`src/rtl/rx_fc_credit_buffer.sv`:
```
`default_nettype none
// ============================================================================
// Module   : rx_fc_credit_buffer
// Purpose  : Receive-side flow-control credit buffer. One independent FIFO
//            per credit type (PH, PD, NPH, NPD, CplH, CplD). Each FIFO tracks
//            an advertised credit limit and requests an UpdateFC when enough
//            credits have been freed or when the periodic timer expires.
// Ports    : clk, rst_n        - single clock, async active-low reset
//            wr_en/rd_en       - per-type write/read strobes
//            data_in/data_out  - per-type data, slice i at [i*DATA_WIDTH +: DATA_WIDTH]
//            full/empty        - per-type occupancy flags (combinational)
//            credit_limit      - per-type advertised limit, slice i at [i*CL_WIDTH +: CL_WIDTH]
//            update_req/ack    - per-type UpdateFC handshake
//            overflow_err      - sticky per-type write-to-full error
// Revision : 1.0 - initial release
// ============================================================================
module rx_fc_credit_buffer #(
    parameter int                   DATA_WIDTH    = 8,
    parameter int                   DEPTH         = 16,
    parameter int                   NUM_TYPES     = 6,
    parameter int                   CL_WIDTH      = 12,
    parameter int                   UPDATE_THRESH = 4,
    parameter int                   UPDATE_TIMER  = 64,
    parameter logic [NUM_TYPES-1:0] INFINITE_MASK = '0
) (
    input  logic                            clk,
    input  logic                            rst_n,
    input  logic [NUM_TYPES-1:0]            wr_en,
    input  logic [NUM_TYPES-1:0]            rd_en,
    input  logic [NUM_TYPES*DATA_WIDTH-1:0] data_in,
    output logic [NUM_TYPES*DATA_WIDTH-1:0] data_out,
    output logic [NUM_TYPES-1:0]            full,
    output logic [NUM_TYPES-1:0]            empty,
    output logic [NUM_TYPES*CL_WIDTH-1:0]   credit_limit,
    output logic [NUM_TYPES-1:0]            update_req,
    input  logic [NUM_TYPES-1:0]            update_ack,
    output logic [NUM_TYPES-1:0]            overflow_err
);

    localparam int                 c_AW     = $clog2(DEPTH);
    localparam int                 c_CW     = c_AW + 1;
    localparam int                 c_TW     = (UPDATE_TIMER > 1) ? $clog2(UPDATE_TIMER) : 1;
    localparam logic [c_CW-1:0]     c_DEPTH  = c_CW'(DEPTH);
    localparam logic [c_TW-1:0]     c_TMAX   = c_TW'(UPDATE_TIMER - 1);
    localparam logic [CL_WIDTH-1:0] c_CL_RST = CL_WIDTH'(DEPTH);

    // Shared periodic timer; w_expire is high for the single cycle at the top count.
    logic [c_TW-1:0] r_timer;
    logic            w_expire;

    assign w_expire = (r_timer == c_TMAX);

    always_ff @(posedge clk or negedge rst_n) begin
        if (!rst_n) begin
            r_timer <= '0;
        end else if (w_expire) begin
            r_timer <= '0;
        end else begin
            r_timer <= r_timer + c_TW'(1);
        end
    end

    for (genvar g = 0; g < NUM_TYPES; g++) begin : g_type
        localparam bit c_INF = INFINITE_MASK[g];

        logic [DATA_WIDTH-1:0] r_mem [DEPTH];
        logic [c_AW-1:0]       r_wr_ptr;
        logic [c_AW-1:0]       r_rd_ptr;
        logic [c_CW-1:0]       r_count;
        logic [c_CW-1:0]       r_pending;
        logic [DATA_WIDTH-1:0] r_dout;
        logic [CL_WIDTH-1:0]   r_cl;
        logic                  r_req;
        logic                  r_ovf;

        logic w_full;
        logic w_empty;
        logic w_rd_acc;
        logic w_wr_acc;
        logic w_ack;
        logic w_trig;

        assign w_full   = (r_count == c_DEPTH);
        assign w_empty  = (r_count == '0);
        assign w_rd_acc = rd_en[g] & ~w_empty;
        // A read in the same cycle frees a slot, so a full buffer can still take a write.
        assign w_wr_acc = wr_en[g] & (~w_full | w_rd_acc);
        // Acks are meaningful only while a request is outstanding.
        assign w_ack    = update_ack[g] & r_req;
        assign w_trig   = (int'(r_pending) >= UPDATE_THRESH) ||
                          (w_expire && (r_pending != '0));

        // Storage carries no reset: pointers and count define validity.
        always_ff @(posedge clk) begin
            if (w_wr_acc) begin
                r_mem[r_wr_ptr] <= data_in[g*DATA_WIDTH +: DATA_WIDTH];
            end
        end

        always_ff @(posedge clk or negedge rst_n) begin
            if (!rst_n) begin
                r_wr_ptr  <= '0;
                r_rd_ptr  <= '0;
                r_count   <= '0;
                r_pending <= '0;
                r_dout    <= '0;
                r_cl      <= c_INF ? '0 : c_CL_RST;
                r_req     <= 1'b0;
                r_ovf     <= 1'b0;
            end else begin
                if (w_wr_acc) begin
                    r_wr_ptr <= r_wr_ptr + c_AW'(1);
                end
                if (w_rd_acc) begin
                    r_rd_ptr <= r_rd_ptr + c_AW'(1);
                    r_dout   <= r_mem[r_rd_ptr];
                end
                unique case ({w_wr_acc, w_rd_acc})
                    2'b10:   r_count <= r_count + c_CW'(1);
                    2'b01:   r_count <= r_count - c_CW'(1);
                    default: r_count <= r_count;
                endcase

                if (wr_en[g] && !w_wr_acc) begin
                    r_ovf <= 1'b1;
                end

                if (!c_INF && w_rd_acc) begin
                    r_cl <= r_cl + CL_WIDTH'(1);
                end

                // A read coinciding with the ack is the first credit of the next update.
                if (w_ack) begin
                    r_req     <= 1'b0;
                    r_pending <= c_CW'(w_rd_acc);
                end else begin
                    if (!c_INF && !r_req && w_trig) begin
                        r_req <= 1'b1;
                    end
                    if (w_rd_acc && (r_pending != c_DEPTH)) begin
                        r_pending <= r_pending + c_CW'(1);
                    end
                end
            end
        end

        assign full[g]                                 = w_full;
        assign empty[g]                                = w_empty;
        assign data_out[g*DATA_WIDTH +: DATA_WIDTH]    = r_dout;
        assign credit_limit[g*CL_WIDTH +: CL_WIDTH]    = r_cl;
        assign update_req[g]                           = r_req;
        assign overflow_err[g]                         = r_ovf;
    end

endmodule
`default_nettype wire

```
`config.mk`:
```
export PLATFORM = sky130hd
export DESIGN_NAME = rx_fc_credit_buffer
export DESIGN_NICKNAME = d
export VERILOG_FILES = /design/src/rtl/rx_fc_credit_buffer.sv
export SDC_FILE = /design/constraint.sdc
export NUM_CORES = 1
export LEC_CHECK = 0
export CAP_MARGIN = 20
export CELL_PAD_IN_SITES_DETAIL_PLACEMENT = 0
export CELL_PAD_IN_SITES_GLOBAL_PLACEMENT = 1
export CORE_MARGIN = 5
export CORE_UTILIZATION = 50
export CTS_CLUSTER_DIAMETER = 200
export DETAILED_ROUTE_END_ITERATION = 10
export HOLD_SLACK_MARGIN = 0.06
export PLACE_DENSITY_LB_ADDON = 0.25
export SYNTH_ARGS = -nofsm -noshare
export SYNTH_HDL_FRONTEND = slang
export SYNTH_SLANG_ARGS = --single-unit
```
`constraint.sdc`:
```
create_clock -name clk -period 7.8 [get_ports clk]
set_input_delay 1.56 -clock clk [delete_from_list [all_inputs] [get_ports clk]]
set_output_delay 1.56 -clock clk [all_outputs]
set_load 0.01 [all_outputs]
```
# Yosys cells after proc, flatten, opt, wreduce, memory -nomap -nowiden
# Memories as Yosys holds them, arrays and structs flattened. A register that Yosys moved wholly into a read port is not among the register bits.
# Cells that the tools add are included.
# Widths: inputs -> output; s select.
dict set report word_totals {
  n_memories 6
  ramBits 768
  reg_bits 198
}
dict set report op_classes {
  add_sub_neg 37
  bitwise_logic 36
  mux 43
  n_lt_le_gt_ge 6
  n_eq_ne 25
  reduce_logical 78
}
# name depth width rd rd_clocked_by_memory_dff wr line_no
set mem_list {}
lappend mem_list {{g_type[0].r_mem} 16 8 1 1 1 66} ;# logic [DATA_WIDTH-1:0] r_mem [DEPTH];
lappend mem_list {{g_type[1].r_mem} 16 8 1 1 1 66}
lappend mem_list {{g_type[2].r_mem} 16 8 1 1 1 66}
lappend mem_list {{g_type[3].r_mem} 16 8 1 1 1 66}
lappend mem_list {{g_type[4].r_mem} 16 8 1 1 1 66}
lappend mem_list {{g_type[5].r_mem} 16 8 1 1 1 66}
# operator count
set ops {}
lappend ops {{$add 12x1->12 const B} 6}
lappend ops {{$add 5x1->5 const B} 12}
lappend ops {{$mux 5} 12}
lappend ops {{$pmux 5 s2} 6}
lappend ops {{$add 4x1->4 const B} 12}
lappend ops {{$reduce_bool 2->1} 18}
lappend ops {{$eq 5x5->1 const B} 6}
lappend ops {{$ge 5x3->1 const B} 6}
lappend ops {{$logic_not 5->1} 6}
lappend ops {{$ne 5x5->1 const B} 6}
lappend ops {{$reduce_bool 5->1} 6}
lappend ops {{$sub 5x1->5 const B} 6}
lappend ops {{$logic_and 1x1->1} 24}
lappend ops {{$mux 1} 24}
lappend ops {{$and 1x1->1} 18}
lappend ops {{$logic_not 1->1} 18}
lappend ops {{$eq 2x1->1 const B} 6}
lappend ops {{$eq 2x2->1 const B} 6}
lappend ops {{$not 1->1} 12}
lappend ops {{$add 6x1->6 const B} 1}
lappend ops {{$eq 6x6->1 const B} 1}
lappend ops {{$logic_or 1x1->1} 6}
lappend ops {{$mux 6} 1}
lappend ops {{$or 1x1->1} 6}

# Logic depth before layout (Yosys ltp)
# Gate-level depths: netlist of run 1.
dict set report depth {
  ltp_word 7
  mapped_depth 10
}

# Worst setup path after synthesis of run 1
# Ideal clock, no wire load.
dict set report synth_path {
  kind {in2reg}
  start {input port rd_en[5]}
  end {register g_type[5].r_count[4]}
  path_slack_ns 4.268
  t_required_ns 7.665
  arrival_ns 3.397
  setup_ns 0.135
  n_path_buf 1
  cell_stages 9
  path_cell_list {clkbuf_1 -> o21ai_4 -> nor2_1 -> fa_1 -> a21o_1 -> a21oi_1 -> or3b_2 -> nand3_1 -> o211ai_1}
}
dict set report synth_between {
  elab_chain_len 5
  word_cells_on_any_way 7
  cone_classes {eq/ne: 2; mux: 1; bitwise: 3; reduce/logical: 1}
}
# element line_no
set synth_rtl {}
lappend synth_rtl {{start, declared} 29} ;# input logic [NUM_TYPES-1:0] rd_en,
lappend synth_rtl {{$and 1x1->1 (*)} 85} ;# assign w_rd_acc = rd_en[g] & ~w_empty;
lappend synth_rtl {{$or 1x1->1} 87} ;# assign w_wr_acc = wr_en[g] & (~w_full | w_rd_acc);
lappend synth_rtl {{$and 1x1->1} 87}
lappend synth_rtl {{$eq 2x1->1 / $eq 2x2->1 (equally long branches)} 118} ;# unique case ({w_wr_acc, w_rd_acc})
lappend synth_rtl {{$pmux 5 s2 / $reduce_bool 2->1 (equally long branches)} -}
lappend synth_rtl {{end signal, assigned} 119} ;# 2'b10: r_count <= r_count + c_CW'(1);
lappend synth_rtl {{end signal, assigned} 120} ;# 2'b01: r_count <= r_count - c_CW'(1);
lappend synth_rtl {{end signal, assigned} 121} ;# default: r_count <= r_count;
lappend synth_rtl {{end, declared} 69} ;# logic [c_CW-1:0] r_count;
# Mark *: on every way between the ends. The rest lies on a longest branch, timed or not.
# A chain may end at the register's enable or synchronous reset.

# Worst setup path after layout of run 1
dict set report layout_path {
  start {register g_type[2].r_count[0]}
  end {output port full[2]}
}
dict set report layout_between {
  elab_chain_len 1
}
# element line_no
set layout_rtl {}
lappend layout_rtl {{start, declared} 69}
lappend layout_rtl {{start signal, assigned} 119}
lappend layout_rtl {{start signal, assigned} 120}
lappend layout_rtl {{start signal, assigned} 121}
lappend layout_rtl {{$eq 5x5->1} 83} ;# assign w_full = (r_count == c_DEPTH);
lappend layout_rtl {{end, declared} 32} ;# output logic [NUM_TYPES-1:0] full,
# Every way passes these cells.

==> qor.txt, run 1 <==
status: complete, no violations
initial antenna violation count: 8
setup ws final: 3.59 ns
core area: 0.0821 sq mm
clk buf depth: 3
P_int: 0.0121 W
dpl cell area: 0.0446 sq mm
Yosys cell types: 63
number of enable flip-flop cells after synthesis: 768
# H-tree levels: 3
maximum vdd drop: 0.000282 V
Seq pwr share: 0.440
proportion of netlist area held by the largest area contributor: 0.556
Antenna Violating Nets Remaining: 0
largest net degree at the start of global routing: 84
clk sinks: 1014
worst skew pair latency: 0.65 ns
async set or reset register ratio after synthesis: 0.243
Arr. time, crit path: 2.65 ns
setup TNS: 0 ns
DR DRC count: 0
Layout area overhead: 15.9%
hold path depth: 1
CTS Buf Count: 105
# Max-Cap Violations: 0
CTS tree: built
worst-path fanout max: 5
worst slew pin tran: 1.15 ns
Die H: 298 um
Final Instance Count excl. Fillers: 3775
starting density of the core: 0.505
Slew Limit Fails: 0
CP max-delay cell: nor4_1
Placed Cells: 3573
CP Launch Type: flip-flop
Via-to-Cell Ratio: 5.67
slew margin rel.: 0.237
DR pass1 iterations: 5
RSZ-0062 raised after global routing: false
post-layout min period: 4.21 ns
Reg2Reg Depth: 9
DRT Wirelength: 84.5 mm
Combinational Power Share: 0.277
All-Layer GR Usage: 0.189
clock group share of total power: 0.283
DR WL/cell: 22.4 um
Nets: 2751
Chip Width: 298 um
crit-path cells: nor4_1 > nand2_1 > inv_1 > clkdlybuf4s50_1
layout cell share with drive strength beyond 1: 0.171
crit-path max cell delay: 0.71 ns
commonest cells after routing, fill and taps aside: edfxtp_1 (768), dfrtp_1 (234), clkdlybuf4s50_1 (210), mux4_2 (192), nand2_1 (157)
clk_skew: 0.0221 ns
CTS Hold Buffers Added: 0
Synth area leader: edfxtp_1
synth warn: 0
Syn Nets: 2519
Vias: 21400
Hold Vio Cnt, Final: 0
Setup Crit Path Kind: reg -> out
# rows: 105
Syn Inst Count: 2378
post-CTS sizing: 0
most common library cell in the layout ignoring fill and taps: edfxtp_1
GRT overflow: 0
register area share after synthesis: 0.705
Final GP Congestion: 0.789
switching portion of total power: 0.303
CP required: 6.24 ns
PortBufs: 211
Critical Path End Type: output pin
synth top area cells: edfxtp_1 (56%), dfrtp_1 (14%), mux4_2 (10%)
Worst-path clk slew: 0.06 ns
HPWL after DPL: 54.1 mm
Primary FF master, synth: edfxtp_1
Achievable Freq: 238 MHz
clock root buffer: clkbuf_16
leak pwr: 16.9 nW
cell area after synthesis: 0.0415 sq mm
Seq cells post-synth: 1014
first-pass GRT wire length: 132 mm
cell area after layout: 0.0480 sq mm
vias in the first global route: 22500
setup violators final: 0
Setup Buffers After CTS: 0
final period utilization: 0.539
Switch Pwr: 0.00526 W
HP Class: reg -> reg
die area: 0.0888 sq mm
DRT iter0 DRCs: 1496
worst slack at placement: 3.38 ns
Power Dens Cells: 362 mW/mm^2
Avg Inst Size Synth: 17.4 sq um
# IOs: 212
state kept, by name, summed over array words and instances, names as in the netlist:
| name | cells |
|---|---|
| g_type.r_cl | 72 |
| g_type.r_count | 30 |
| g_type.r_dout | 48 |
| g_type.r_mem | 768 |
| g_type.r_ovf | 6 |
| g_type.r_pending | 30 |
| g_type.r_rd_ptr | 24 |
| g_type.r_req | 6 |
| g_type.r_wr_ptr | 24 |
| r_timer | 6 |
cell families (layout without fill, tap and decap cells):
| group | after synthesis | after routing | synth area share |
|---|---|---|---|
| multiplexers | 300 | 300 | 0.131 |
| other | 0 | 4 | 0 |
| XOR/XNOR | 141 | 141 | 0.0298 |
| buffers and inverters | 179 | 502 | 0.0202 |
| AND/OR/NAND/NOR | 491 | 491 | 0.0572 |
| flip-flops | 1014 | 1014 | 0.705 |
| AO/OA/AOI/OAI | 180 | 180 | 0.0338 |
| adder cells (fa/ha/maj) | 73 | 73 | 0.0231 |
power groups by stage:
stage	Clock (W)	Combinational, W	Sequential (W)
2_1_floorplan	0	0.00353	0.00739
3_3_place_gp	0	0.00477	0.00769
3_5_place_dp	0	0.00489	0.00774
4_1_cts	0.00504	0.00491	0.00764
5_1_grt	0.00527	0.00528	0.00776
6_report	0.00492	0.00482	0.00764
Yosys cell counts, drive strengths merged (3+ instances only):
cell type,number
a2111oi,4
a21o,13
a21oi,24
a311oi,4
a31o,3
and2,16
and3,5
and4,5
buf,87
clkbuf,40
dfrtp,240
dfstp,6
edfxtp,768
fa,6
ha,67
inv,52
mux2,22
mux2i,86
mux4,192
nand2,164
nand2b,22
nand3,22
nand3b,6
nand4,48
nor2,130
nor2b,9
nor3,26
nor4,16
o211ai,9
o21a,21
o21ai,19
o21bai,6
o221ai,41
o22ai,19
o311ai,6
o31ai,6
o32a,4
or2,4
or3,6
or4,6
xnor2,109
xor2,32
metal layers:
metal  global-route usage  vias up  share of wire
li1                     -     9677              -
met1                0.257    11100           0.43
met2                0.321      471           0.50
met3               0.0364      125          0.047
met4               0.0466        6          0.022
met5                    0        -        0.00064
worst paths after layout:
| check | startpoint | endpoint | slack [ns] |
|---|---|---|---|
| max | g_type[2].r_count[0]$_DFFE_PN0P_ | full[2] | 3.59 |
| min | g_type[2].r_ovf$_DFFE_PN0P_ | g_type[2].r_ovf$_DFFE_PN0P_ | 0.46 |
| min reg2reg | g_type[2].r_ovf$_DFFE_PN0P_ | g_type[2].r_ovf$_DFFE_PN0P_ | 0.46 |
| max in group asynchronous | rst_n | g_type[0].r_dout[4]$_DFFE_PN0P_ | 5.43 |
| max reg2reg | g_type[4].r_count[1]$_DFFE_PN0P_ | g_type[4].r_count[4]$_DFFE_PN0P_ | 4.32 |
| min in group asynchronous | rst_n | g_type[2].r_cl[2]$_DFFE_PN0P_ | 0.86 |
final cells by class:
type                       instances  area [sq um]
clock buffer                     147          3010
timing repair buffer             252          2420
inverter                          52           195
tap                             1070          1340
antenna                            4          10.0
clock inverter                    51           438
fill                            6014         34100
multi-input combinational       1185         11400
sequential                      1014         29200
critical path, delay by kind of cell, from the launching register on:
kind | cells | cell delay [ns]
DFF | 1 | 0.43
buffers and inverters | 2 | 0.65
and+or+nand+nor | 2 | 0.92
metrics by stage:
stage / total power (W) / utilization / hold slack (ns)
6_report: 0.0174 / 0.585 / 0.459
5_1_grt: 0.0183 / 0.585 / 0.481
3_5_place_dp: 0.0126 / 0.543 / 0.449
2_1_floorplan: 0.0109 / - / 0.429
4_1_cts: 0.0176 / 0.585 / 0.463
3_3_place_gp: 0.0125 / 0.543 / 0.441
(Power assumes the default switching activity.)
==> run 2, diff against run 1 <==
--- a/config.mk
+++ b/config.mk
@@ -9,7 +9,7 @@
 export CELL_PAD_IN_SITES_DETAIL_PLACEMENT = 0
 export CELL_PAD_IN_SITES_GLOBAL_PLACEMENT = 1
 export CORE_MARGIN = 5
-export CORE_UTILIZATION = 50
+export CORE_UTILIZATION = 47
 export CTS_CLUSTER_DIAMETER = 200
 export DETAILED_ROUTE_END_ITERATION = 10
 export HOLD_SLACK_MARGIN = 0.06
==> constraint.sdc (replaced) <==
create_clock -name clk -period 3.55 [get_ports clk]
set_input_delay 0.71 -clock clk [delete_from_list [all_inputs] [get_ports clk]]
set_output_delay 0.71 -clock clk [all_outputs]
set_load 0.01 [all_outputs]
==> run 2 against run 1 <==
Compared with the run above: critical path depth did not move; sequential share of layout area fell by 0.88 points; via count rose by 0.66%; sequential power rose by 120%; core utilization fell by 3.1 points; count of clock-buffer cells in the layout fell by 2; critical endpoint unchanged.
==> qor.txt, run 2 (same netlist as run 1, synthesis figures left out) <==
Vias: 21600 (was 21400)
leak pwr: 17.2 nW (was 16.9 nW)
RSZ-0062 raised after global routing: false (unchanged)
Final Instance Count excl. Fillers: 3923 (was 3775)
WP depth: 4 (unchanged)
# IOs: 212 (unchanged)
biggest regs: g_type.r_mem: 768 flops, g_type.r_cl: 72 flops, g_type.r_dout: 48 flops (unchanged)
CP required: 2.84 ns (was 6.24 ns)
PortBufs: 211 (unchanged)
max reg flops: 768 (unchanged)
core area: 0.0880 sq mm (was 0.0821 sq mm)
crit-path cells: nor4_1 > nand2_1 > inv_1 > clkdlybuf4s50_1 (unchanged)
Placed Cells: 3724 (was 3573)
most common library cell in the layout ignoring fill and taps: edfxtp_1 (unchanged)
clk sinks: 1014 (unchanged)
Power Dens Cells: 800 mW/mm^2 (was 362 mW/mm^2)
All-Layer GR Usage: 0.186 (was 0.189)
Arr. time, crit path: 2.60 ns (was 2.65 ns)
r2r endpoint: g_type[1].r_count[4]$_DFFE_PN0P_ (was g_type[4].r_count[4]$_DFFE_PN0P_)
Setup Crit Path Kind: reg -> out (unchanged)
# rows: 109 (was 105)
first-pass GRT wire length: 137 mm (was 132 mm)
maximum vdd drop: 0.000500 V (was 0.000282 V)
commonest cells after routing, fill and taps aside: edfxtp_1 (768), dfrtp_1 (237), clkdlybuf4s50_1 (210), mux4_2 (192), nand2_1 (157) (was edfxtp_1 (768), dfrtp_1 (234), clkdlybuf4s50_1 (210), mux4_2 (192), nand2_1 (157))
Nets: 2807 (was 2751)
clk buf depth: 3 (unchanged)
Layout area overhead: 17.6% (was 15.9%)
# H-tree levels: 3 (unchanged)
final period utilization: 0.932
Chip Width: 307 um (was 298 um)
status: complete, no violations (unchanged)
largest net degree at the start of global routing: 83 (was 84)
worst-path fanout max: 5 (unchanged)
CP Launch Type: flip-flop (unchanged)
Via-to-Cell Ratio: 5.49 (was 5.67)
RR Startpoint: g_type[1].r_count[1]$_DFFE_PN0P_ (was g_type[4].r_count[1]$_DFFE_PN0P_)
Biggest register: g_type.r_mem (unchanged)
DRT Wirelength: 87.7 mm (was 84.5 mm)
Antenna Violating Nets Remaining: 0 (unchanged)
post-layout total power: 0.0390 W (was 0.0174 W)
Reg2Reg Depth: 9 (unchanged)
layout cell share with drive strength beyond 1: 0.182 (was 0.171)
CTS Hold Buffers Added: 0 (unchanged)
Slew Limit Fails: 0 (unchanged)
CP delay by family, top: simple AND/OR/NAND/NOR gates (unchanged)
DRT iter0 DRCs: 1481 (was 1496)
# Max-Cap Violations: 0 (unchanged)
crit-path max cell delay: 0.72 ns (was 0.71 ns)
initial antenna violation count: 4 (was 8)
Achievable Freq: 302 MHz
HP Class: in -> async (was reg -> reg)
DR WL/cell: 22.4 um (about the same)
post-layout util: 0.554 (was 0.585)
critical path endpoint: full[2] (unchanged)
GRT overflow: 0 (unchanged)
DR DRC count: 0 (unchanged)
Critical Path End Type: output pin (unchanged)
fill cell count: 6792 (was 6014)
post-layout min period: 3.31 ns
HPWL after DPL: 58.6 mm (was 54.1 mm)
Worst-path clk slew: 0.06 ns (about the same)
worst slew pin tran: 1.05 ns (was 1.15 ns)
vias in the first global route: 22700 (was 22500)
CP startpoint: g_type[2].r_count[0]$_DFFE_PN0P_ (unchanged)
Hold Vio Cnt, Final: 0 (unchanged)
die area: 0.0943 sq mm (was 0.0888 sq mm)
setup violators final: 0 (unchanged)
CTS tree: built (unchanged)
DR pass1 iterations: 7 (was 5)
worst skew pair latency: 0.66 ns (was 0.65 ns)
setup TNS: 0 ns (unchanged)
clock root buffer: clkbuf_16 (unchanged)
Final GP Congestion: 0.812 (was 0.789)
clk_skew: 0.0245 ns (was 0.0221 ns)
CTS Buf Count: 105 (unchanged)
reg-to-reg setup timing slack: 0.67 ns (was 4.32 ns)
slew margin rel.: 0.302 (was 0.237)
starting density of the core: 0.471 (was 0.505)
CP max-delay cell: nor4_1 (unchanged)
Die H: 307 um (was 298 um)
worst path buffer plus inverter count: 2 (unchanged)
run 2: layer usage:
| layer | GRT usage | vias to the layer above | part of all wire |
|---|---|---|---|
| met3 | 0.0311 | 141 | 0.044 |
| met1 | 0.261 | 11200 | 0.44 |
| met2 | 0.306 | 456 | 0.49 |
| met4 | 0.0539 | 2 | 0.026 |
| li1 | - | 9771 | - |
| met5 | 0 | - | 0.00023 |
run 2: worst min path at each step:
stage / startpoint / to / slack, ns / depth (start not counted)
2_1_floorplan: rst_n / g_type[0].r_cl[0]$_DFFE_PN0P_ / 0.41 / 0
3_3_place_gp: g_type[5].r_ovf$_DFFE_PN0P_ / g_type[5].r_ovf$_DFFE_PN0P_ / 0.44 / 1
3_5_place_dp: g_type[2].r_ovf$_DFFE_PN0P_ / g_type[2].r_ovf$_DFFE_PN0P_ / 0.45 / 1
4_1_cts: rst_n / g_type[2].r_count[4]$_DFFE_PN0P_ / 0.09 / 1
5_1_grt: rst_n / g_type[2].r_count[0]$_DFFE_PN0P_ / 0.11 / 1
6_report: rst_n / g_type[2].r_count[0]$_DFFE_PN0P_ / 0.07 / 1
run 2: final cells by class:
| class | instances | area (sq um) | area share |
|---|---|---|---|
| diodes | 3 | 7.51 | 0.000154 |
| repair buffers | 308 | 2880 | 0.0591 |
| clock inverters | 51 | 683 | 0.0140 |
| well taps | 1165 | 1460 | 0.0299 |
| inverters | 52 | 195 | 0.00400 |
| multi-input cells | 1185 | 11400 | 0.234 |
| flip-flops and latches | 1014 | 29200 | 0.600 |
| clock buffers | 145 | 2880 | 0.0591 |
run 2: worst register-to-register path, delay by kind of cell (launching register included):
family	cells	cell delay [ns]
fa+ha+maj	1	0.36
simple gates	4	1.17
compound gates	4	0.84
flops	1	0.42
run 2: repair_timing:
item / CTS / global route
hold endpoints to repair: 0 / 0
setup endpoints to repair: 1 / 0
resized for setup: 1 / 0
buffers inserted: 0 / 0
run 2: power by group:
part	switching (W)	internal, W	leakage, nW
sequential	0.00213	0.0149	9.95
combinational	0.00518	0.00554	5.55
clock	0.00446	0.00684	1.73
run 2: through the flow:
step	setup slack (ns)	area [sq um]	hold WS, ns
6_report	0.240	48700	0.0715
5_1_grt	0.0644	48700	0.109
4_1_cts	0.118	48700	0.0908
3_3_place_gp	0.321	45200	0.443
3_5_place_dp	0.179	45200	0.450
2_1_floorplan	0.868	41500	0.414
==> run 3, diff against run 2 <==
--- a/config.mk
+++ b/config.mk
@@ -5,11 +5,12 @@
 export SDC_FILE = /design/constraint.sdc
 export NUM_CORES = 1
 export LEC_CHECK = 0
+export ABC_AREA = 1
 export CAP_MARGIN = 20
-export CELL_PAD_IN_SITES_DETAIL_PLACEMENT = 0
+export CELL_PAD_IN_SITES_DETAIL_PLACEMENT = 1
 export CELL_PAD_IN_SITES_GLOBAL_PLACEMENT = 1
 export CORE_MARGIN = 5
-export CORE_UTILIZATION = 47
+export CORE_UTILIZATION = 43
 export CTS_CLUSTER_DIAMETER = 200
 export DETAILED_ROUTE_END_ITERATION = 10
 export HOLD_SLACK_MARGIN = 0.06
==> run 3 against run 2 <==
Compared with the run above: total power is 9.7% higher; final area is 7.6% higher; area after synthesis is 9.5% higher; synthesized cell count is 90% higher; fmax is 14% higher; core utilization is 5.5 points lower; die area is 19% higher; combinational power is 34% higher; largest power group unchanged; highest routed layer is now met4.
==> qor.txt, run 3 <==
critical path endpoint: full[3] (was full[2])
setup TNS: 0 ns (unchanged)
Layout area overhead: 15.6% (was 17.6%)
xor/xnor share of the synthesized area: 0.0230 (was 0.0298)
first-pass GRT wire length: 191 mm (was 137 mm)
vias in the first global route: 33200 (was 22700)
starting density of the core: 0.432 (was 0.471)
post-synthesis mux area share: 0 (was 0.131)
commonest cells in the netlist: nand2_1 (1484), edfxtp_1 (768), inv_1 (604) (was edfxtp_1 (768), dfrtp_1 (240), mux4_2 (192))
Syn Inst Count: 4510 (was 2378)
Yosys cell types: 38 (was 63)
Syn Nets: 4651 (was 2519)
most frequent cell after synthesis: nand2_1 (was edfxtp_1)
clock root buffer: clkbuf_16 (unchanged)
DR pass1 iterations: 5 (was 7)
Synth area leader: edfxtp_1 (unchanged)
Reg2Reg Depth: 13 (was 9)
setup violators final: 0 (unchanged)
initial antenna violation count: 1 (was 4)
RSZ-0062 raised after global routing: false (unchanged)
worst slew pin tran: 1.06 ns (was 1.05 ns)
CP startpoint: g_type[3].r_count[1]$_DFFE_PN0P_ (was g_type[2].r_count[0]$_DFFE_PN0P_)
CP Launch Type: flip-flop (unchanged)
clk buf depth: 3 (unchanged)
Arr. time, crit path: 2.19 ns (was 2.60 ns)
Hold Vio Cnt, Final: 0 (unchanged)
# H-tree levels: 3 (unchanged)
Achievable Freq: 345 MHz (was 302 MHz)
proportion of netlist area held by the largest area contributor: 0.508 (was 0.556)
Chip Width: 335 um (was 307 um)
adder-cell area share of the yosys netlist: 0.0211 (was 0.0231)
Antenna Violating Nets Remaining: 0 (unchanged)
RR Startpoint: g_type[4].r_count[1]$_DFFE_PN0P_ (was g_type[1].r_count[1]$_DFFE_PN0P_)
synth top area cells: edfxtp_1 (51%), dfrtp_1 (13%), nand2_1 (12%) (was edfxtp_1 (56%), dfrtp_1 (14%), mux4_2 (10%))
cell area after synthesis: 0.0454 sq mm (was 0.0415 sq mm)
GRT overflow: 0 (unchanged)
Via-to-Cell Ratio: 5.09 (was 5.49)
Compound-Gate Fraction of Synth Area: 0.0210 (was 0.0338)
CP required: 2.84 ns (about the same)
post-CTS sizing: 0 (was 1)
most common library cell in the layout ignoring fill and taps: nand2_1 (was edfxtp_1)
final period utilization: 0.816 (was 0.932)
fill cell count: 11600 (was 6792)
layout cell share with drive strength beyond 1: 0.0573 (was 0.182)
core area: 0.105 sq mm (was 0.0880 sq mm)
Slew Limit Fails: 0 (unchanged)
status: complete, no violations (unchanged)
PortBufs: 211 (unchanged)
commonest cells after routing, fill and taps aside: nand2_1 (1484), edfxtp_1 (768), inv_1 (604), nand3_1 (586), dfrtp_1 (234) (was edfxtp_1 (768), dfrtp_1 (237), clkdlybuf4s50_1 (210), mux4_2 (192), nand2_1 (157))
simple logic cell fraction of the synthesized area: 0.216 (was 0.0572)
DR DRC count: 0 (unchanged)
leak pwr: 22.6 nW (was 17.2 nW)
r2r endpoint: g_type[4].r_count[4]$_DFFE_PN0P_ (was g_type[1].r_count[4]$_DFFE_PN0P_)
clk_skew: 0.0423 ns (was 0.0245 ns)
worst-path fanout max: 4 (was 5)
Final GP Congestion: 0.803 (was 0.812)
worst skew pair latency: 0.71 ns (was 0.66 ns)
Nets: 4826 (was 2807)
# rows: 119 (was 109)
CTS Hold Buffers Added: 1 (was 0)
# IOs: 212 (unchanged)
Vias: 31400 (was 21600)
Critical Path End Type: output pin (unchanged)
largest family of logic cells by synthesized area: simple AND/OR/NAND/NOR gates (was multiplexers)
number of enable flip-flop cells after synthesis: 768 (unchanged)
HP Class: reg -> reg (was in -> async)
register area share after synthesis: 0.644 (was 0.705)
HPWL after DPL: 79.4 mm (was 58.6 mm)
Avg Inst Size Synth: 10.1 sq um (was 17.4 sq um)
slew margin rel.: 0.291 (was 0.302)
reg-to-reg setup timing slack: 1.09 ns (was 0.67 ns)
maximum vdd drop: 0.000656 V (was 0.000500 V)
# Max-Cap Violations: 0 (unchanged)
biggest regs: g_type.r_mem: 768 flops, g_type.r_cl: 72 flops, g_type.r_dout: 48 flops (unchanged)
die area: 0.112 sq mm (was 0.0943 sq mm)
WHS: 0.464 ns (was 0.0715 ns)
Primary FF master, synth: edfxtp_1 (unchanged)
Setup Buffers After CTS: 0 (unchanged)
CTS Buf Count: 110 (was 105)
DR WL/cell: 19.8 um (was 22.4 um)
All-Layer GR Usage: 0.216 (was 0.186)
synth warn: 0 (unchanged)
Worst-path clk slew: 0.06 ns (about the same)
Power Dens Cells: 815 mW/mm^2 (was 800 mW/mm^2)
async set or reset register ratio after synthesis: 0.243 (unchanged)
Setup Crit Path Kind: reg -> out (unchanged)
Seq cells post-synth: 1014 (unchanged)
max reg flops: 768 (unchanged)
Die H: 335 um (was 307 um)
DRT Wirelength: 122 mm (was 87.7 mm)
largest net degree at the start of global routing: 87 (was 83)
post-layout min period: 2.90 ns (was 3.31 ns)
clk sinks: 1014 (unchanged)
DRT iter0 DRCs: 2190 (was 1481)
Biggest register: g_type.r_mem (unchanged)
CTS tree: built (unchanged)
run 3: changes by cell type in the layout (fill, tap and decap cells not counted), sizes merged, moves of 53 or more:
cell	change
buf	-53
inv	+560
mux2i	-86
mux4	-192
nand3	+569
xor2	+66
nand2	+1340
xnor2	-88
nor2	+53
run 3: cells by family after synthesis:
family                     Yosys count
and+or+nand+nor                   2340
DFF                               1014
buffers and inverters              816
AOI/OAI and AO/OA                  148
xor gates and xnor gates           119
adders and majority gates           73
run 3: worst min path at each step:
stage,startpoint,endpoint,slack [ns],cells past startpoint
CTS,r_timer[0]$_DFF_PN0_,r_timer[0]$_DFF_PN0_,0.47,1
detailed placement,g_type[3].r_ovf$_DFFE_PN0P_,g_type[3].r_ovf$_DFFE_PN0P_,0.46,1
floorplan,rst_n,g_type[0].r_cl[0]$_DFFE_PN0P_,0.41,0
global placement,r_timer[0]$_DFF_PN0_,r_timer[0]$_DFF_PN0_,0.46,1
global route,r_timer[0]$_DFF_PN0_,r_timer[0]$_DFF_PN0_,0.49,1
finish,r_timer[0]$_DFF_PN0_,r_timer[0]$_DFF_PN0_,0.46,1
run 3: stage by stage:
stage / total power (W) / utilization / cell area (sq um) / instances / setup slack [ns]
2_1_floorplan: 0.0255 / - / 45400 / 4510 / 1.53
3_3_place_gp: 0.0305 / 0.462 / 48500 / 5959 / 0.639
3_5_place_dp: 0.0309 / 0.462 / 48500 / 5959 / 0.514
4_1_cts: 0.0431 / 0.498 / 52400 / 6169 / 0.592
5_1_grt: 0.0455 / 0.499 / 52500 / 6173 / 0.505
6_report: 0.0428 / 0.499 / 52500 / 6174 / 0.654
run 3: layout make-up:
cell class	count	area, sq um	share of cell area
Tap cell	1391	1740	0.0332
Multi-Input combinational cell	2680	12800	0.243
Clock inverter	68	852	0.0162
Clock buffer	141	2960	0.0564
Antenna cell	1	2.50	0.0000477
Inverter	623	2340	0.0446
Timing Repair Buffer	256	2590	0.0493
Sequential cell	1014	29200	0.557
run 3: where the power goes:
group,internal (W),total [W],switching (W)
registers,0.0149,0.0165,0.00162
logic,0.00486,0.0143,0.00944
clock network,0.00715,0.0120,0.00484
total,0.0269,0.0428,0.0159
run 3: per-layer routing:
metal	share of wire	track usage
met1	0.43	0.285
met2	0.49	0.369
met3	0.053	0.0391
met4	0.026	0.0590
met5	0	0
run 3: worst max-delay path: stages, from the launching register on:
cell	delay, ns
dfrtp_1	0.41
nor2_1	0.21
nand3_1	0.13
inv_1	0.16
clkdlybuf4s50_1	0.56
